<file path="src/rtl/timer_pkg.sv">
// ============================================================================
// Module   : timer_pkg
// Brief    : Shared types and constants for the timer set-mode controller.
// Revision : 1.0  initial release
// ============================================================================
`default_nettype none

package timer_pkg;

  typedef enum logic [2:0] {
    RUN   = 3'd0,
    SET_H = 3'd1,
    SET_M = 3'd2,
    SET_S = 3'd3,
    LOAD  = 3'd4
  } state_e;

  localparam logic [1:0] SEL_NONE = 2'd0;
  localparam logic [1:0] SEL_HOUR = 2'd1;
  localparam logic [1:0] SEL_MIN  = 2'd2;
  localparam logic [1:0] SEL_SEC  = 2'd3;

  localparam logic [7:0] MOD_60 = 8'h59;
  localparam logic [7:0] MOD_24 = 8'h23;

  function automatic logic [1:0] sel_of(input state_e s);
    case (s)
      SET_H:   return SEL_HOUR;
      SET_M:   return SEL_MIN;
      SET_S:   return SEL_SEC;
      default: return SEL_NONE;
    endcase
  endfunction

endpackage

`default_nettype wire

</file>
<file path="src/rtl/bcd_step.sv">
// ============================================================================
// Module   : bcd_step
// Brief    : One BCD increment/decrement with wrap at MAX; invalid input -> 00.
// Revision : 1.0  initial release
// ============================================================================
`default_nettype none

module bcd_step (
  input  logic [7:0] val_i,
  input  logic       up_i,
  input  logic [7:0] max_i,
  output logic [7:0] nxt_o
);

  logic [3:0] w_hi;
  logic [3:0] w_lo;
  logic       w_bad;

  assign w_hi  = val_i[7:4];
  assign w_lo  = val_i[3:0];
  assign w_bad = (w_hi > 4'd9) | (w_lo > 4'd9) | (val_i > max_i);

  always_comb begin
    nxt_o = val_i;
    if (w_bad) begin
      nxt_o = 8'h00;
    end else if (up_i) begin
      if (val_i == max_i)    nxt_o = 8'h00;
      else if (w_lo == 4'd9) nxt_o = {w_hi + 4'd1, 4'd0};
      else                   nxt_o = {w_hi, w_lo + 4'd1};
    end else begin
      if (val_i == 8'h00)    nxt_o = max_i;
      else if (w_lo == 4'd0) nxt_o = {w_hi - 4'd1, 4'd9};
      else                   nxt_o = {w_hi, w_lo - 4'd1};
    end
  end

endmodule

`default_nettype wire

</file>
<file path="src/rtl/timer_set_ctrl.sv">
// ============================================================================
// Module   : timer_set_ctrl
// Brief    : Key-driven set mode for the BCD H:M:S timer (freeze, edit, load).
// Revision : 1.0  initial release
// ============================================================================
`default_nettype none

module timer_set_ctrl
  import timer_pkg::*;
#(
  parameter int BLINK_DIV = 25000000,
  parameter int TIMEOUT   = 250000000,
  parameter int CNT_W     = 28
) (
  input  logic       CP,
  input  logic       CR,
  input  logic       KEY_MODE,
  input  logic       KEY_INC,
  input  logic       KEY_DEC,
  input  logic [7:0] Q_H,
  input  logic [7:0] Q_M,
  input  logic [7:0] Q_S,
  output logic       CE,
  output logic       PE,
  output logic [7:0] D_H,
  output logic [7:0] D_M,
  output logic [7:0] D_S,
  output logic [1:0] SEL,
  output logic       BLINK,
  output logic       SETTING
);

  localparam logic [CNT_W-1:0] c_to_last    = CNT_W'(TIMEOUT - 1);
  localparam logic [CNT_W-1:0] c_blink_last = CNT_W'(BLINK_DIV - 1);

  state_e           state_q, state_d;
  logic             mode_prev_q, inc_prev_q, dec_prev_q;
  logic [7:0]       sh_h_q, sh_m_q, sh_s_q;
  logic [7:0]       sh_h_d, sh_m_d, sh_s_d;
  logic [CNT_W-1:0] to_cnt_q, to_cnt_d;
  logic [CNT_W-1:0] blk_cnt_q, blk_cnt_d;
  logic             blink_q, blink_d;
  logic             ce_q, pe_q, setting_q;
  logic [1:0]       sel_q;

  logic       w_mode_ev, w_inc_raw, w_dec_raw, w_any_ev;
  logic       w_inc_ev, w_dec_ev, w_in_set, w_edit;
  logic [7:0] w_h_nxt, w_m_nxt, w_s_nxt;

  assign w_mode_ev = KEY_MODE & ~mode_prev_q;
  assign w_inc_raw = KEY_INC & ~inc_prev_q;
  assign w_dec_raw = KEY_DEC & ~dec_prev_q;
  assign w_any_ev  = w_mode_ev | w_inc_raw | w_dec_raw;
  // MODE wins the cycle; simultaneous INC+DEC cancel each other.
  assign w_inc_ev  = w_inc_raw & ~w_dec_raw & ~w_mode_ev;
  assign w_dec_ev  = w_dec_raw & ~w_inc_raw & ~w_mode_ev;
  assign w_in_set  = (state_q == SET_H) | (state_q == SET_M) | (state_q == SET_S);
  assign w_edit    = w_in_set & (w_inc_ev | w_dec_ev);

  bcd_step u_step_h (.val_i(sh_h_q), .up_i(w_inc_ev), .max_i(MOD_24), .nxt_o(w_h_nxt));
  bcd_step u_step_m (.val_i(sh_m_q), .up_i(w_inc_ev), .max_i(MOD_60), .nxt_o(w_m_nxt));
  bcd_step u_step_s (.val_i(sh_s_q), .up_i(w_inc_ev), .max_i(MOD_60), .nxt_o(w_s_nxt));

  always_comb begin
    state_d  = state_q;
    sh_h_d   = sh_h_q;
    sh_m_d   = sh_m_q;
    sh_s_d   = sh_s_q;
    to_cnt_d = '0;
    case (state_q)
      RUN: begin
        if (w_mode_ev) begin
          state_d = SET_H;
          sh_h_d  = Q_H;
          sh_m_d  = Q_M;
          sh_s_d  = Q_S;
        end
      end
      SET_H, SET_M, SET_S: begin
        if (w_any_ev)                   to_cnt_d = '0;
        else if (to_cnt_q == c_to_last) state_d  = RUN;
        else                            to_cnt_d = to_cnt_q + CNT_W'(1);
        if (w_mode_ev) begin
          case (state_q)
            SET_H:   state_d = SET_M;
            SET_M:   state_d = SET_S;
            default: state_d = LOAD;
          endcase
        end else if (w_edit) begin
          case (state_q)
            SET_H:   sh_h_d = w_h_nxt;
            SET_M:   sh_m_d = w_m_nxt;
            default: sh_s_d = w_s_nxt;
          endcase
        end
      end
      LOAD:    state_d = RUN;
      default: state_d = RUN;
    endcase
  end

  // Blink phase restarts whenever the view changes so the new field is shown first.
  always_comb begin
    blk_cnt_d = blk_cnt_q + CNT_W'(1);
    blink_d   = blink_q;
    if ((state_d != state_q) || w_edit || (sel_of(state_d) == SEL_NONE)) begin
      blk_cnt_d = '0;
      blink_d   = 1'b0;
    end else if (blk_cnt_q == c_blink_last) begin
      blk_cnt_d = '0;
      blink_d   = ~blink_q;
    end
  end

  always_ff @(posedge CP) begin
    if (CR) begin
      state_q     <= RUN;
      mode_prev_q <= 1'b0;
      inc_prev_q  <= 1'b0;
      dec_prev_q  <= 1'b0;
      sh_h_q      <= 8'h00;
      sh_m_q      <= 8'h00;
      sh_s_q      <= 8'h00;
      to_cnt_q    <= '0;
      blk_cnt_q   <= '0;
      blink_q     <= 1'b0;
      ce_q        <= 1'b1;
      pe_q        <= 1'b0;
      sel_q       <= SEL_NONE;
      setting_q   <= 1'b0;
    end else begin
      state_q     <= state_d;
      mode_prev_q <= KEY_MODE;
      inc_prev_q  <= KEY_INC;
      dec_prev_q  <= KEY_DEC;
      sh_h_q      <= sh_h_d;
      sh_m_q      <= sh_m_d;
      sh_s_q      <= sh_s_d;
      to_cnt_q    <= to_cnt_d;
      blk_cnt_q   <= blk_cnt_d;
      blink_q     <= blink_d;
      ce_q        <= (state_d == RUN);
      pe_q        <= (state_d == LOAD);
      sel_q       <= sel_of(state_d);
      setting_q   <= (sel_of(state_d) != SEL_NONE);
    end
  end

  assign CE      = ce_q;
  assign PE      = pe_q;
  assign D_H     = sh_h_q;
  assign D_M     = sh_m_q;
  assign D_S     = sh_s_q;
  assign SEL     = sel_q;
  assign BLINK   = blink_q;
  assign SETTING = setting_q;

endmodule

`default_nettype wire

</file>
<file path="config.mk">
export PLATFORM = sky130hd
export DESIGN_NAME = timer_set_ctrl
export DESIGN_NICKNAME = d
export VERILOG_FILES = /design/src/rtl/timer_pkg.sv /design/src/rtl/bcd_step.sv /design/src/rtl/timer_set_ctrl.sv
export SDC_FILE = /design/constraint.sdc
export NUM_CORES = 1
export LEC_CHECK = 0
export BUFFER_PORTS_ARGS = -buffer_cell sky130_fd_sc_hd__clkbuf_2
export CAP_MARGIN = 10
export CORE_ASPECT_RATIO = 0.7
export CORE_MARGIN = 2
export CORE_UTILIZATION = 45
export DETAILED_ROUTE_END_ITERATION = 8
export PLACE_DENSITY = 0.74
export RECOVER_POWER = 25
export SYNTH_ARGS = -nofsm -noshare
export SYNTH_HDL_FRONTEND = slang
export SYNTH_HIERARCHICAL = 1
export SYNTH_SLANG_ARGS = --single-unit
</file>
<file path="constraint.sdc">
create_clock -name CP -period 5.4 [get_ports CP]
set_input_delay 0.54 -clock CP [delete_from_list [all_inputs] [get_ports CP]]
set_output_delay 0.54 -clock CP [all_outputs]
set_load 0.01 [all_outputs]
</file>
==> impl_metrics.csv <==
group,metric,value,unit
run_status,status,"complete, but fails checks",
run_status,violations,"max-capacitance violations, max-slew violations",
clock_network,clkLatencyLatePin,0.35,ns
floorplan,core_area,14800,µm²
floorplan,die_x,151,µm
sta,relSlewSlack,-0.541,
worst_setup_path,crit_fanout,49,
sta,fmax,311,MHz
grt,grt_usage,0.199,
route,drt-total-wl,15700,µm
layout,nets,974,
route,post_drt_wl_per_cell,14.3,µm
placement,io_buffers,58,
yosys,yosysTopAreaCell,"dfxtp_1",
placement,dp_hpwl,11100,µm
grt,grt_max_degree,50,
clock_network,hold_buffers,0,
layout,area_delta_synth_final,11.2,%
yosys,ys_types,61,
yosys,syn_area_per_cell,8.32,µm²
clock_network,cts_setup_buffers,0,
grt,grt_pass1_wl,26400,µm
worst_setup_path,start_kind,"input port",
floorplan,dieHeight,107,µm
sta,setup_viol,0,
route,dr.pass1.iters,5,
grt,first_global_vias,5425,
sta,hold_viol_final,0,
pwr,p_leak,2.96,nW
pwr,max-vdd-ir-drop,0.162,mV
grt,use_met2,0.287,
grt,grt_overflow,0,
worst_setup_path,cp_common_cell,"nor2_1",
route,vias_per_cell,5.40,
yosys,synth_top_area_share,0.270,
grt,top_usage_layer,"met1",
route,dr_total_vias,5924,
pwr,p_per_area,254,nW/µm²
placement,gp_congestion,0.869,
clock_network,clkTransAtPathRegs,0.07,ns
clock_network,cts_tree,"built",
yosys,synth_edf_count,0,
clock_network,cts_num_sinks,92,
floorplan,initial_core_util,0.463,
layout,final_util,0.514,
run,maxCapViolCount,1,
grt,globalRouteMet3Util,0.0328,
worst_setup_path,end_kind,"flip-flop",
floorplan,fp-row-count,37,
sta,tightest_slew,2.31,ns
floorplan,die_area,16200,µm²
route,drc,0,
worst_setup_path,crit_type,"input port to flip-flop",
yosys,synth_ff_type,"dfxtp_1",
worst_setup_path,cpPeakStageDelay,1.64,ns
sta,rsz0062_at_grt,"no",
clock_network,ctsHtreeMaxLevel,3,
sta,fin_worst_skew,0.0112,ns
worst_setup_path,cp_cell_sequence,"clkbuf_2, clkbuf_1, nor2_1, nand3_1, nor2_1",
clock_network,clock_tree.buffer_depth,2,
layout,drive_gt1_frac,0.116,
grt,grt_antenna_before_repair,0,
yosys,synthArstFlopShare,0,
clock_network,cts-root-buf,"clkbuf_16",
yosys,netlist_area,6830,µm²
yosys,ys_seq_area_frac,0.270,
layout,n_antenna_cell,0,
sta,tns,0,ns
route,drt_iter0_markers,419,
sta,whs,0.432,ns
worst_setup_path,cp.arrival,3.41,ns
sta,slew_violations,50,
sta,min_period,3.22,ns
grt,globalRouteMet1Util,0.302,
route,postRouteAntennaNets,0,
sta,min_period_over_period,0.596,
worst_setup_path,cp_slowest_cell,"clkbuf_1",
yosys,ys.warnings.count,6,
clock_network,cts_buffers,9,
hold_path,hold_class,"input port to flip-flop",
floorplan,io_pins,59,
yosys,syn_inst,821,
worst_setup_path,worst-endpoint-required,5.59,ns
clock_network,ctsResizeCount,0,
yosys,synth-seq-cells,92,
yosys,netlist_top_cells_area,"dfxtp_1, ha_1, nor2_1, xnor2_1, mux2i_1",
## kinds of logic (layout without fill, tap and decap cells)
family	after synthesis	in the layout	share of synthesized area
xor+xnor	68	68	0.0872
simple gates	338	338	0.283
fa+ha+maj	47	47	0.0861
buf+inv	80	122	0.0538
mux	47	47	0.0718
other cells	2	42	0.00110
flops	92	92	0.270
compound gates	147	147	0.147
## cell usage after synthesis (all sizes together) (2+ instances only)
master and count:
nor2 105, dfxtp 92, ha 47, inv 45, nand3 43, xnor2 38, o21ai 37, nand2 34
mux2i 31, a21oi 30, xor2 30, nor2b 25, buf 24, nor3 23, a211oi 22, nand4 19
mux2 16, nor4b 15, nand2b 12, a311oi 11, clkbuf 11, a31oi 10, and3 10, nor4 9
o21bai 7, nor3b 6, o211ai 6, or3 6, a21boi 5, and2 4, and4 4, o31a 4
a21o 3, and2b 3, and3b 3, nand3b 3, nand4b 3, o2111ai 3, o21a 3, o22a 3
or2 3, or3b 3, or4 3, conb 2
## stage by stage
stage | instance area, µm² | setup slack [ns] | cells | power [mW]
floorplan | 6980 | 2.80 | 861 | 1.21
global placement | 7360 | 2.31 | 1082 | 1.32
detailed placement | 7360 | 2.27 | 1082 | 1.33
CTS | 7630 | 2.56 | 1098 | 1.94
global route | 7600 | 1.85 | 1098 | 2.03
finish | 7600 | 2.18 | 1098 | 1.93
## area by class of cell
| class | count | area (µm²) |
|---|---|---|
| fill | 1422 | 7170 |
| clock buffer | 10 | 229 |
| clock inverter | 6 | 46.3 |
| inverter | 45 | 169 |
| multi-input combinational | 689 | 4790 |
| timing repair buffer | 61 | 278 |
| sequential | 92 | 1840 |
| tap | 195 | 244 |
## sequential cells by signal, summed over array words and instances (netlist names), 2 cells and up
name       flops
D_S            8
D_M            8
D_H            8
state_q        3
SEL            2
blk_cnt_q     28
to_cnt_q      28
## cell usage in the layout (no fill, tap or decap), drive strengths merged, types with 4 or more instances in the layout
cell type,instances
a211oi,22
nand3,43
clkbuf,69
nor2b,25
nor4b,15
mux2i,31
and3,10
a31oi,10
nor2,105
o211ai,6
conb,42
a21boi,5
a311oi,11
nor3,23
dfxtp,92
o31a,4
o21ai,37
or3,6
nand2,34
xor2,30
a21oi,30
nand4,19
ha,47
nor3b,6
nand2b,12
xnor2,38
inv,47
and4,4
mux2,16
and2,4
o21bai,7
nor4,9
## layer usage
metal  wire [µm]  part of all wire  vias to the layer above
li1            -                 -                     3045
met5           0                 0                        -
met4         220             0.014                        0
met1        8190              0.52                     2700
met3         856             0.055                       20
met2        6410              0.41                      159
## worst paths after layout
check	slack, ns	cells after the start	to	startpoint
min reg2reg	0.47	1	to_cnt_q[0]	to_cnt_q[0]
max reg2reg	2.49	9	D_H[5]	mode_prev_q
min	0.43	2	dec_prev_q	KEY_DEC
max	2.18	5	to_cnt_q[21]	CR
## power by group
group          total (mW)  internal (mW)  switching [mW]
combinational       0.553          0.257           0.296
clock               0.602          0.316           0.286
sequential          0.771          0.703          0.0684
total                1.93           1.28           0.651
## critical path, delay by kind of cell
kind,cells,cell delay [ns]
buffers and inverters,2,1.71
AND/OR/NAND/NOR,3,1.13
Power figures use the tool's default switching activity.
